**src/rtl/branch_predictor_pkg.sv**
```systemverilog
// Shared types for the front-end branch predictor: counter encoding, BTB entry, saturating update.
package bp_pkg;
  typedef logic [1:0] bp_cnt_t;

  localparam bp_cnt_t SNT = 2'b00;
  localparam bp_cnt_t WNT = 2'b01;
  localparam bp_cnt_t WT  = 2'b10;
  localparam bp_cnt_t ST  = 2'b11;

  localparam logic [2:0] BRANCH_TYPE_JAL = 3'b111;

  // Widest tag (ENTRIES=4); narrower tags are stored zero-extended.
  localparam int TAG_MAX_W = 28;

  typedef struct packed {
    logic                 valid;
    logic [TAG_MAX_W-1:0] tag;
    logic [31:0]          target;
  } btb_entry_t;

  function automatic bp_cnt_t sat_update(input bp_cnt_t cnt, input logic taken);
    if (taken) return (cnt == ST) ? ST : bp_cnt_t'(cnt + 2'd1);
    return (cnt == SNT) ? SNT : bp_cnt_t'(cnt - 2'd1);
  endfunction
endpackage

```
**src/rtl/branch_predictor_if.sv**
```systemverilog
// Fetch lookup, resolution update and perf-counter signals between fetch/branch_unit and the predictor.
interface branch_predictor_if;
  logic        fetch_valid;
  logic        fetch_stall;
  logic [31:0] fetch_pc;
  logic        pred_valid;
  logic        pred_hit;
  logic        predicted_taken;
  logic [31:0] predicted_target;
  logic        upd_valid;
  logic [31:0] upd_pc;
  logic        upd_taken;
  logic [31:0] upd_target;
  logic        upd_is_jump;
  logic        upd_mispredict;
  logic [31:0] perf_mispredicts;

  modport master (
    output fetch_valid, fetch_stall, fetch_pc,
    output upd_valid, upd_pc, upd_taken, upd_target, upd_is_jump, upd_mispredict,
    input  pred_valid, pred_hit, predicted_taken, predicted_target, perf_mispredicts
  );

  modport slave (
    input  fetch_valid, fetch_stall, fetch_pc,
    input  upd_valid, upd_pc, upd_taken, upd_target, upd_is_jump, upd_mispredict,
    output pred_valid, pred_hit, predicted_taken, predicted_target, perf_mispredicts
  );
endinterface

```
**src/rtl/branch_predictor_counter_table.sv**
```systemverilog
// ENTRIES x 2-bit direction counters: one async read port, one load-or-saturate write port.
module bp_counter_table import bp_pkg::*; #(
  parameter  int ENTRIES = 64,
  localparam int IDX_W   = $clog2(ENTRIES)
) (
  input  logic             clk,
  input  logic [IDX_W-1:0] rd_idx_i,
  output bp_cnt_t          rd_cnt_o,
  input  logic             wr_en_i,
  input  logic [IDX_W-1:0] wr_idx_i,
  input  logic             wr_load_i,
  input  bp_cnt_t          wr_val_i,
  input  logic             wr_taken_i
);
  // Contents are meaningless until the matching BTB entry is valid, so no reset.
  bp_cnt_t cnt_q [ENTRIES];

  assign rd_cnt_o = cnt_q[rd_idx_i];

  always_ff @(posedge clk) begin
    if (wr_en_i)
      cnt_q[wr_idx_i] <= wr_load_i ? wr_val_i : sat_update(cnt_q[wr_idx_i], wr_taken_i);
  end
endmodule

```
**src/rtl/branch_predictor.sv**
```systemverilog
// Direct-mapped BTB plus 2-bit BHT; one-cycle registered prediction, trained by branch_unit resolutions.
module branch_predictor import bp_pkg::*; #(
  parameter int ENTRIES = 64
) (
  input logic               clk,
  input logic               rst,
  branch_predictor_if.slave bus
);
  localparam int IDX_W = $clog2(ENTRIES);
  localparam int TAG_W = 30 - IDX_W;

  btb_entry_t btb_q [ENTRIES];

  logic        pred_valid_q, pred_hit_q, pred_taken_q;
  logic [31:0] pred_target_q, perf_q;
  logic        pred_hit_d, pred_taken_d;
  logic [31:0] pred_target_d;

  logic [IDX_W-1:0] f_idx, u_idx;
  logic [TAG_W-1:0] f_tag, u_tag;
  btb_entry_t       f_ent, u_ent;
  bp_cnt_t          f_cnt;
  logic             u_hit, u_taken_eff, upd_en, btb_we, ct_we, ct_load;
  bp_cnt_t          ct_val;
  logic             unused_pc_bits;

  assign f_idx = bus.fetch_pc[IDX_W+1:2];
  assign f_tag = bus.fetch_pc[31:IDX_W+2];
  assign u_idx = bus.upd_pc[IDX_W+1:2];
  assign u_tag = bus.upd_pc[31:IDX_W+2];
  assign unused_pc_bits = ^{bus.fetch_pc[1:0], bus.upd_pc[1:0]};

  assign f_ent = btb_q[f_idx];
  assign u_ent = btb_q[u_idx];
  assign u_hit = u_ent.valid && (u_ent.tag == TAG_MAX_W'(u_tag));

  // Every taken resolution writes the BTB: a hit refreshes the target, a miss allocates.
  assign u_taken_eff = bus.upd_taken || bus.upd_is_jump;
  assign upd_en      = bus.upd_valid && !rst;
  assign btb_we      = upd_en && u_taken_eff;
  assign ct_we       = upd_en && (u_hit || u_taken_eff);
  assign ct_load     = !u_hit || bus.upd_is_jump;
  assign ct_val      = bus.upd_is_jump ? ST : WT;

  bp_counter_table #(.ENTRIES(ENTRIES)) u_bht (
    .clk        (clk),
    .rd_idx_i   (f_idx),
    .rd_cnt_o   (f_cnt),
    .wr_en_i    (ct_we),
    .wr_idx_i   (u_idx),
    .wr_load_i  (ct_load),
    .wr_val_i   (ct_val),
    .wr_taken_i (bus.upd_taken)
  );

  always_comb begin
    pred_hit_d    = f_ent.valid && (f_ent.tag == TAG_MAX_W'(f_tag));
    pred_taken_d  = pred_hit_d && f_cnt[1];
    pred_target_d = pred_taken_d ? f_ent.target : bus.fetch_pc + 32'd4;
  end

  always_ff @(posedge clk) begin
    if (rst) begin
      for (int i = 0; i < ENTRIES; i++) btb_q[i].valid <= 1'b0;
    end else if (btb_we) begin
      btb_q[u_idx] <= '{valid: 1'b1, tag: TAG_MAX_W'(u_tag), target: bus.upd_target};
    end
  end

  always_ff @(posedge clk) begin
    if (rst) begin
      pred_valid_q  <= 1'b0;
      pred_hit_q    <= 1'b0;
      pred_taken_q  <= 1'b0;
      pred_target_q <= '0;
      perf_q        <= '0;
    end else begin
      if (!bus.fetch_stall) begin
        pred_valid_q <= bus.fetch_valid;
        if (bus.fetch_valid) begin
          pred_hit_q    <= pred_hit_d;
          pred_taken_q  <= pred_taken_d;
          pred_target_q <= pred_target_d;
        end
      end
      if (bus.upd_valid && bus.upd_mispredict) perf_q <= perf_q + 32'd1;
    end
  end

  assign bus.pred_valid       = pred_valid_q;
  assign bus.pred_hit         = pred_hit_q;
  assign bus.predicted_taken  = pred_taken_q;
  assign bus.predicted_target = pred_target_q;
  assign bus.perf_mispredicts = perf_q;
endmodule

```
**src/flat_wrapper.sv**
```systemverilog
// flat-port wrapper written by rule: the top's interface ports become plain ports
module branch_predictor_flat import bp_pkg::*;
#(
  parameter int ENTRIES = 64
)
  (clk, rst, bus_fetch_valid, bus_fetch_stall, bus_fetch_pc, bus_upd_valid, bus_upd_pc, bus_upd_taken, bus_upd_target, bus_upd_is_jump, bus_upd_mispredict, bus_pred_valid, bus_pred_hit, bus_predicted_taken, bus_predicted_target, bus_perf_mispredicts);
  branch_predictor_if bus_i ();
  input logic clk;
  input logic rst;
  input wire logic [$bits(bus_i.fetch_valid)-1:0] bus_fetch_valid;
  input wire logic [$bits(bus_i.fetch_stall)-1:0] bus_fetch_stall;
  input wire logic [$bits(bus_i.fetch_pc)-1:0] bus_fetch_pc;
  input wire logic [$bits(bus_i.upd_valid)-1:0] bus_upd_valid;
  input wire logic [$bits(bus_i.upd_pc)-1:0] bus_upd_pc;
  input wire logic [$bits(bus_i.upd_taken)-1:0] bus_upd_taken;
  input wire logic [$bits(bus_i.upd_target)-1:0] bus_upd_target;
  input wire logic [$bits(bus_i.upd_is_jump)-1:0] bus_upd_is_jump;
  input wire logic [$bits(bus_i.upd_mispredict)-1:0] bus_upd_mispredict;
  output wire logic [$bits(bus_i.pred_valid)-1:0] bus_pred_valid;
  output wire logic [$bits(bus_i.pred_hit)-1:0] bus_pred_hit;
  output wire logic [$bits(bus_i.predicted_taken)-1:0] bus_predicted_taken;
  output wire logic [$bits(bus_i.predicted_target)-1:0] bus_predicted_target;
  output wire logic [$bits(bus_i.perf_mispredicts)-1:0] bus_perf_mispredicts;
  assign bus_i.fetch_valid = bus_fetch_valid;
  assign bus_i.fetch_stall = bus_fetch_stall;
  assign bus_i.fetch_pc = bus_fetch_pc;
  assign bus_i.upd_valid = bus_upd_valid;
  assign bus_i.upd_pc = bus_upd_pc;
  assign bus_i.upd_taken = bus_upd_taken;
  assign bus_i.upd_target = bus_upd_target;
  assign bus_i.upd_is_jump = bus_upd_is_jump;
  assign bus_i.upd_mispredict = bus_upd_mispredict;
  assign bus_pred_valid = bus_i.pred_valid;
  assign bus_pred_hit = bus_i.pred_hit;
  assign bus_predicted_taken = bus_i.predicted_taken;
  assign bus_predicted_target = bus_i.predicted_target;
  assign bus_perf_mispredicts = bus_i.perf_mispredicts;
  branch_predictor #(.ENTRIES(ENTRIES)) u_core (.clk(clk), .rst(rst), .bus(bus_i));
endmodule
```
**config.mk**
```make
export PLATFORM = sky130hd
export DESIGN_NAME = branch_predictor_flat
export DESIGN_NICKNAME = d
export VERILOG_FILES = /design/src/rtl/branch_predictor_pkg.sv /design/src/rtl/branch_predictor_if.sv /design/src/rtl/branch_predictor_counter_table.sv /design/src/rtl/branch_predictor.sv /design/src/flat_wrapper.sv
export SDC_FILE = /design/constraint.sdc
export NUM_CORES = 2
export LEC_CHECK = 0
export BUFFER_PORTS_ARGS = -buffer_cell sky130_fd_sc_hd__buf_2
export CORE_MARGIN = 4
export CORE_UTILIZATION = 40
export DETAILED_ROUTE_END_ITERATION = 10
export PLACE_DENSITY = 0.63
export REMOVE_ABC_BUFFERS = 1
export SYNTH_ARGS = -nofsm -noshare
export SYNTH_HDL_FRONTEND = slang
export SYNTH_SLANG_ARGS = --single-unit
```
**constraint.sdc**
```tcl
create_clock -name clk -period 10.6 [get_ports clk]
set_input_delay 1.06 -clock clk [delete_from_list [all_inputs] [get_ports clk]]
set_output_delay 1.06 -clock clk [all_outputs]
set_load 0.01 [all_outputs]
```
### After elaboration in Yosys (flattened, before gate mapping)

Memory sizes are Yosys's and may differ from the RTL's.
Cells that the tools add are included.

| word-level totals | value |
|---|---|
| register bits | 67 |
| RAM bits | 3776 |
| bits of input ports | 104 |
| output and inout port bits | 67 |
| logic and storage cells | 50 |
| memories | 2 |

Memories:

| memory | depth | width | rd ports | clocked after memory_dff | write ports | line | text |
|---|---|---|---|---|---|---|---|
| u_core.btb_q | 64 | 57 | 2 | 0 | 64 | branch_predictor.sv:12 | `btb_entry_t btb_q [ENTRIES];` |
| u_core.u_bht.cnt_q | 64 | 2 | 2 | 0 | 1 | branch_predictor_counter_table.sv:16 | `bp_cnt_t cnt_q [ENTRIES];` |

| cells by class | value |
|---|---|
| add/sub/neg operators | 4 |
| equal/unequal tests | 3 |
| mux-type cells | 20 |
| bitwise gates (word level) | 1 |
| reduce and logical (&&, ||, !) cells | 15 |

Operator list:

| operator | number |
|---|---|
| $mux 57 | 1 |
| $reduce_or 57->1 | 1 |
| $eq 28x24->1 | 2 |
| $add 32x1->32 const B | 1 |
| $add 32x3->32 const B | 1 |
| $mux 32 | 1 |
| $mux 2 | 7 |
| $mux 1 | 10 |
| $logic_and 1x1->1 | 7 |
| $mux 6 | 1 |
| $logic_or 1x1->1 | 3 |
| $add 2x1->2 const B | 1 |
| $eq 2x2->1 const B | 1 |
| $logic_not 1->1 | 2 |
| $logic_not 2->1 | 1 |
| $reduce_and 2->1 | 1 |
| $sub 2x1->2 const B | 1 |
| $not 1->1 | 1 |

### Logic depth before layout (Yosys ltp)

An unclocked memory read counts as a cell.

| depth | value |
|---|---|
| word-level depth | 9 |
| gate-level depth with buffers | 20 |
| gate-level depth less buffers | 10 |

### Hierarchy

From an unflattened synthesis, not the netlist that was laid out.

| unflattened totals | value |
|---|---|
| cell total of the unflattened synthesis | 8217 |
| area, all modules | 161890.3 µm² |

By module, submodules not included:

| module | times used | cells each | area an instance (µm²) | sequential area each (µm²) |
|---|---|---|---|---|
| branch_predictor | 1 | 7810 | 155512.9 | 110245.7 |
| bp_counter_table | 1 | 407 | 6377.4 | 3843.7 |

### Worst setup path after synthesis

No wires, ideal clock.

| path | value |
|---|---|
| kind | input -> register |
| start point | input bus_upd_pc[4] |
| end point | memory u_core.btb_q[25][0] (netlist name) (enable) |
| setup time | 0.472 ns |
| arrival | 5.259 ns |
| required time | 10.128 ns |
| setup slack | 4.869 ns |
| stages | 11 |
| path buffers | 7 |
| cell sequence | buf_2 -> buf_2 -> clkinv_1 -> buf_2 -> clkbuf_1 -> buf_1 -> and2_1 -> clkbuf_1 -> nand2_1 -> clkbuf_1 -> nor2_1 |

RTL lines:

| item | line | text |
|---|---|---|
| start: declaration | flat_wrapper.sv:14 | `input wire logic [$bits(bus_i.upd_pc)-1:0] bus_upd_pc;` |
| end: declaration | branch_predictor.sv:12 |  |

### Final worst setup path

| path | value |
|---|---|
| start point | input bus_upd_pc[3] |
| end point | memory u_core.u_bht.cnt_q[24][0] (netlist name) (enable) |

| on the way | value |
|---|---|
| cells in the longest elaborated chain, start to end | 7 |

Ends and longest elaborated chain:

| item | line | text |
|---|---|---|
| $mem_v2 64x57 | - |  |
| $eq 28x24->1 | branch_predictor.sv:35 | `assign u_hit = u_ent.valid && (u_ent.tag == TAG_MAX_W'(u_tag));` |
| $logic_and 1x1->1 | branch_predictor.sv:35 |  |
| $logic_or 1x1->1 | branch_predictor.sv:41 | `assign ct_we = upd_en && (u_hit \|\| u_taken_eff);` |
| $logic_and 1x1->1 | branch_predictor.sv:41 |  |
| $mux 1 | branch_predictor_counter_table.sv:21 | `if (wr_en_i)` |
| $mux 1 | branch_predictor_counter_table.sv:22 | `cnt_q[wr_idx_i] <= wr_load_i ? wr_val_i : sat_update(cnt_q[wr_idx_i], wr_taken_i);` |
| end: declaration | branch_predictor_counter_table.sv:16 |  |

Several ways; a longest one is shown, not always the timed one.

==> results by group <==
Synth
  – Yosys Warn Count: 0
  – Netlist Area Pre-Place: 0.162 mm²
  – Async SR Flop Fraction: 0%
  – EDFF count, synth: 3712
  – Sequential fraction of the synthesis area: 70.6%
  – Syn avg cell area: ~20 µm²
  – Library cells used by synthesis: 83
  – Top_reg_cell synth: edfxtp_1
  – Post-Syn Instances: 7970
  – Synth Register Bits: between 3000 and 4000

Clocking
  – Max Root-Sink Buffers: 4
  – H-tree levels: 5
  – Post-CTS sizing: 0
  – Cts bufs inserted: 400
  – CTS tree: done
  – Post CTS Setup Buffer Count: 0
  – Clock slew at reported path FFs: roughly 60 ps
  – Skew-Pair Late Insertion Delay: ~1000 ps
  – CTS root buf: clkbuf_16
  – Hold-fix buffers, CTS: 0
  – Sinks on Clock Net: just under 4000

Floorplanning
  – Die area: 0.414 mm²
  – Row cnt: approximately 230
  – Initial Util: between 40% and 50%
  – Core area: ~0.4 mm²
  – Die width: 644 µm
  – Die height: around 640 µm
  – Boundary Pins: around 170

Critical path
  – Req. time, crit path: about 11000 ps
  – CP startpoint kind: input port
  – Worst Setup Path Type: in2reg
  – Critical Path End Type: flop
  – Data arrival, critical path: ~7700 ps
  – Crit Path Max Fanout: 64

STA
  – Setup TNS: 0 ps
  – Hold_ws: 352 ps
  – Period Utilization, post-route: approximately two thirds
  – Slew headroom: just under 5%
  – Clk_skew: around 70 ps
  – Final Max Slew Viols: 0
  – Slew @ Worst Pin: ~1400 ps
  – RSZ-0062 raised after global routing: false
  – Final setup violation count: 0
  – Fmax: between 0.1 and 0.15 GHz
  – Final Hold Violating Endpoints: 0
  – Fin crit period: slightly above 7000 ps

Detailed routing
  – Iter 0 DRT Violations: about 17000
  – Final WL: around 570000 µm
  – Post-route ant nets: 0
  – # DRC: 0
  – Via/cell ratio: between 6 and 7
  – Via count: roughly 95000
  – Drt pass-1 iters: 9
  – Routed length per instance: approximately 40 µm

Global routing
  – Largest net degree at the start of global routing: ~130
  – Total GRT Usage: 26.7%
  – Vias in the first global route: 92000
  – Global-route wire length before repair: approximately 770000 µm
  – Initial antenna violation count: 68
  – Total grt overflow: 0

Final layout
  – Synth-to-Final Area Change: 13.2%
  – Post-route insts no fill: around 14000
  – Commonest non-fill, non-tap cell in the layout: edfxtp_1
  – Final core utilization: a little under half
  – Final #Nets: between 8000 and 9000
  – Layout cells sized above 1: between 20% and 30%
  – Commonest non-fill, non-tap cells in the layout: edfxtp_1 (3712), mux4_2 (1241), clkbuf_16 (410), buf_4 (268), mux2i_1 (260)

Status
  – Status: completed

Placement
  – Dpl hpwl: between 300000 and 400000 µm
  – Placed Cells incl. Taps: between 10000 and 15000
  – IO buf count: around 170
  – RD Place Congestion: 0.926

Power
  – Power density over the cells: 180 mW/mm²
  – Worst ir drop on vdd: approximately 0.00013 V
  – Leakage: around 57 nW

Job
  – Max-cap violations: 0

Min path
  – Worst min-delay path class: in2reg
[area by class of cell]
cell class | count | area, µm²
Timing Repair Buffer | 476 | 3750
Tap cell | 5405 | 6760
Fill cell | 33500 | 220000
Antenna cell | 47 | 118
Clock buffer | 517 | 10800
Clock inverter | 213 | 2150
Sequential cell | 3843 | 114000
Inverter | 23 | 106
Multi-Input combinational cell | 3520 | 45300
[critical path, stage by stage]
cell	delay (ps)
buf_8	400
nand2b_1	1100
buf_4	340
o22ai_1	120
o31ai_1	260
and4_1	230
nand4_1	120
xnor2_1	1000
o2111ai_1	700
nor4_2	1080
a41oi_4	170
buf_4	380
nor4_1	490
[through the flow]
step	total power [W]	setup slack, ps	instance area, µm²
2_1_floorplan	0.0180	1530	159000
3_3_place_gp	0.0191	3050	170000
3_5_place_dp	0.0192	2960	170000
4_1_cts	0.0330	3980	183000
5_1_grt	0.0337	3820	183000
6_report	0.0329	3510	183000
[registers in the layout, summed over array words and instances (netlist names)]
register	flops
u_core.bus.predicted_target	32
u_core.bus.pred_hit	1
u_core.btb_q	3648
u_core.u_bht.cnt_q	128
u_core.bus.pred_valid	1
u_core.bus.predicted_taken	1
u_core.bus.perf_mispredicts	32
[synth_stat cells, types with 41 or more instances]
master | count | share of area [%]
buf_4 | 41 | 0.19
mux2i_1 | 260 | 1.6
a22oi_1 | 151 | 0.70
edfxtp_1 | 3712 | 69
nor2_1 | 210 | 0.49
o21ai_0 | 62 | 0.19
mux2_2 | 145 | 1.0
nor3_1 | 87 | 0.27
clkbuf_1 | 204 | 0.47
nand2_1 | 167 | 0.39
xor2_1 | 49 | 0.27
buf_2 | 237 | 0.73
dfxtp_1 | 131 | 1.6
a21o_1 | 56 | 0.26
buf_1 | 73 | 0.17
nand3_1 | 82 | 0.25
a21oi_1 | 106 | 0.33
a221oi_1 | 172 | 0.93
a221o_1 | 76 | 0.47
mux4_2 | 1241 | 17
a22o_1 | 68 | 0.37
o22ai_1 | 152 | 0.59
[metal layers]
| metal | up-vias | wire length, µm | GRT usage [%] |
|---|---|---|---|
| met3 | 2002 | 76800 | 8.85 |
| met4 | 26 | 40500 | 16.2 |
| met2 | 7996 | 253000 | 39.3 |
| li1 | 34900 | - | - |
| met1 | 50100 | 198000 | 34.3 |
| met5 | - | 334 | 0.312 |
[logic make-up (layout without fill, tap and decap cells)]
logic type | Yosys count | in the layout | share of synthesized area, %
compound gates | 1010 | 1010 | 4.76
xor+xnor | 87 | 87 | 0.471
fa+ha+maj | 4 | 4 | 0.0279
buf+inv | 607 | 1229 | 1.83
flops | 3843 | 3843 | 70.6
mux | 1652 | 1652 | 20.0
other cells | 0 | 47 | 0
simple gates | 767 | 767 | 2.35
[path summary, 6_finish.rpt]
path              slack [ps]  cells after the start                         to                  start
hold / removal           350                      3      u_core.bus.pred_valid        bus_fetch_stall
hold reg to reg          460                      2      u_core.bus.pred_valid  u_core.bus.pred_valid
setup reg to reg        4380                     11  u_core.u_bht.cnt_q[24][0]    u_core.btb_q[0][43]
setup / recovery        3510                     13  u_core.u_bht.cnt_q[24][0]          bus_upd_pc[3]
[report_power, final]
| group | total (W) | internal (W) | switching [W] |
|---|---|---|---|
| sequential | 0.0167 | 0.0167 | 0.0000322 |
| clock | 0.0140 | 0.00803 | 0.00597 |
| combinational | 0.00220 | 0.000768 | 0.00143 |
No activity file was read; power rests on OpenSTA's default activity.
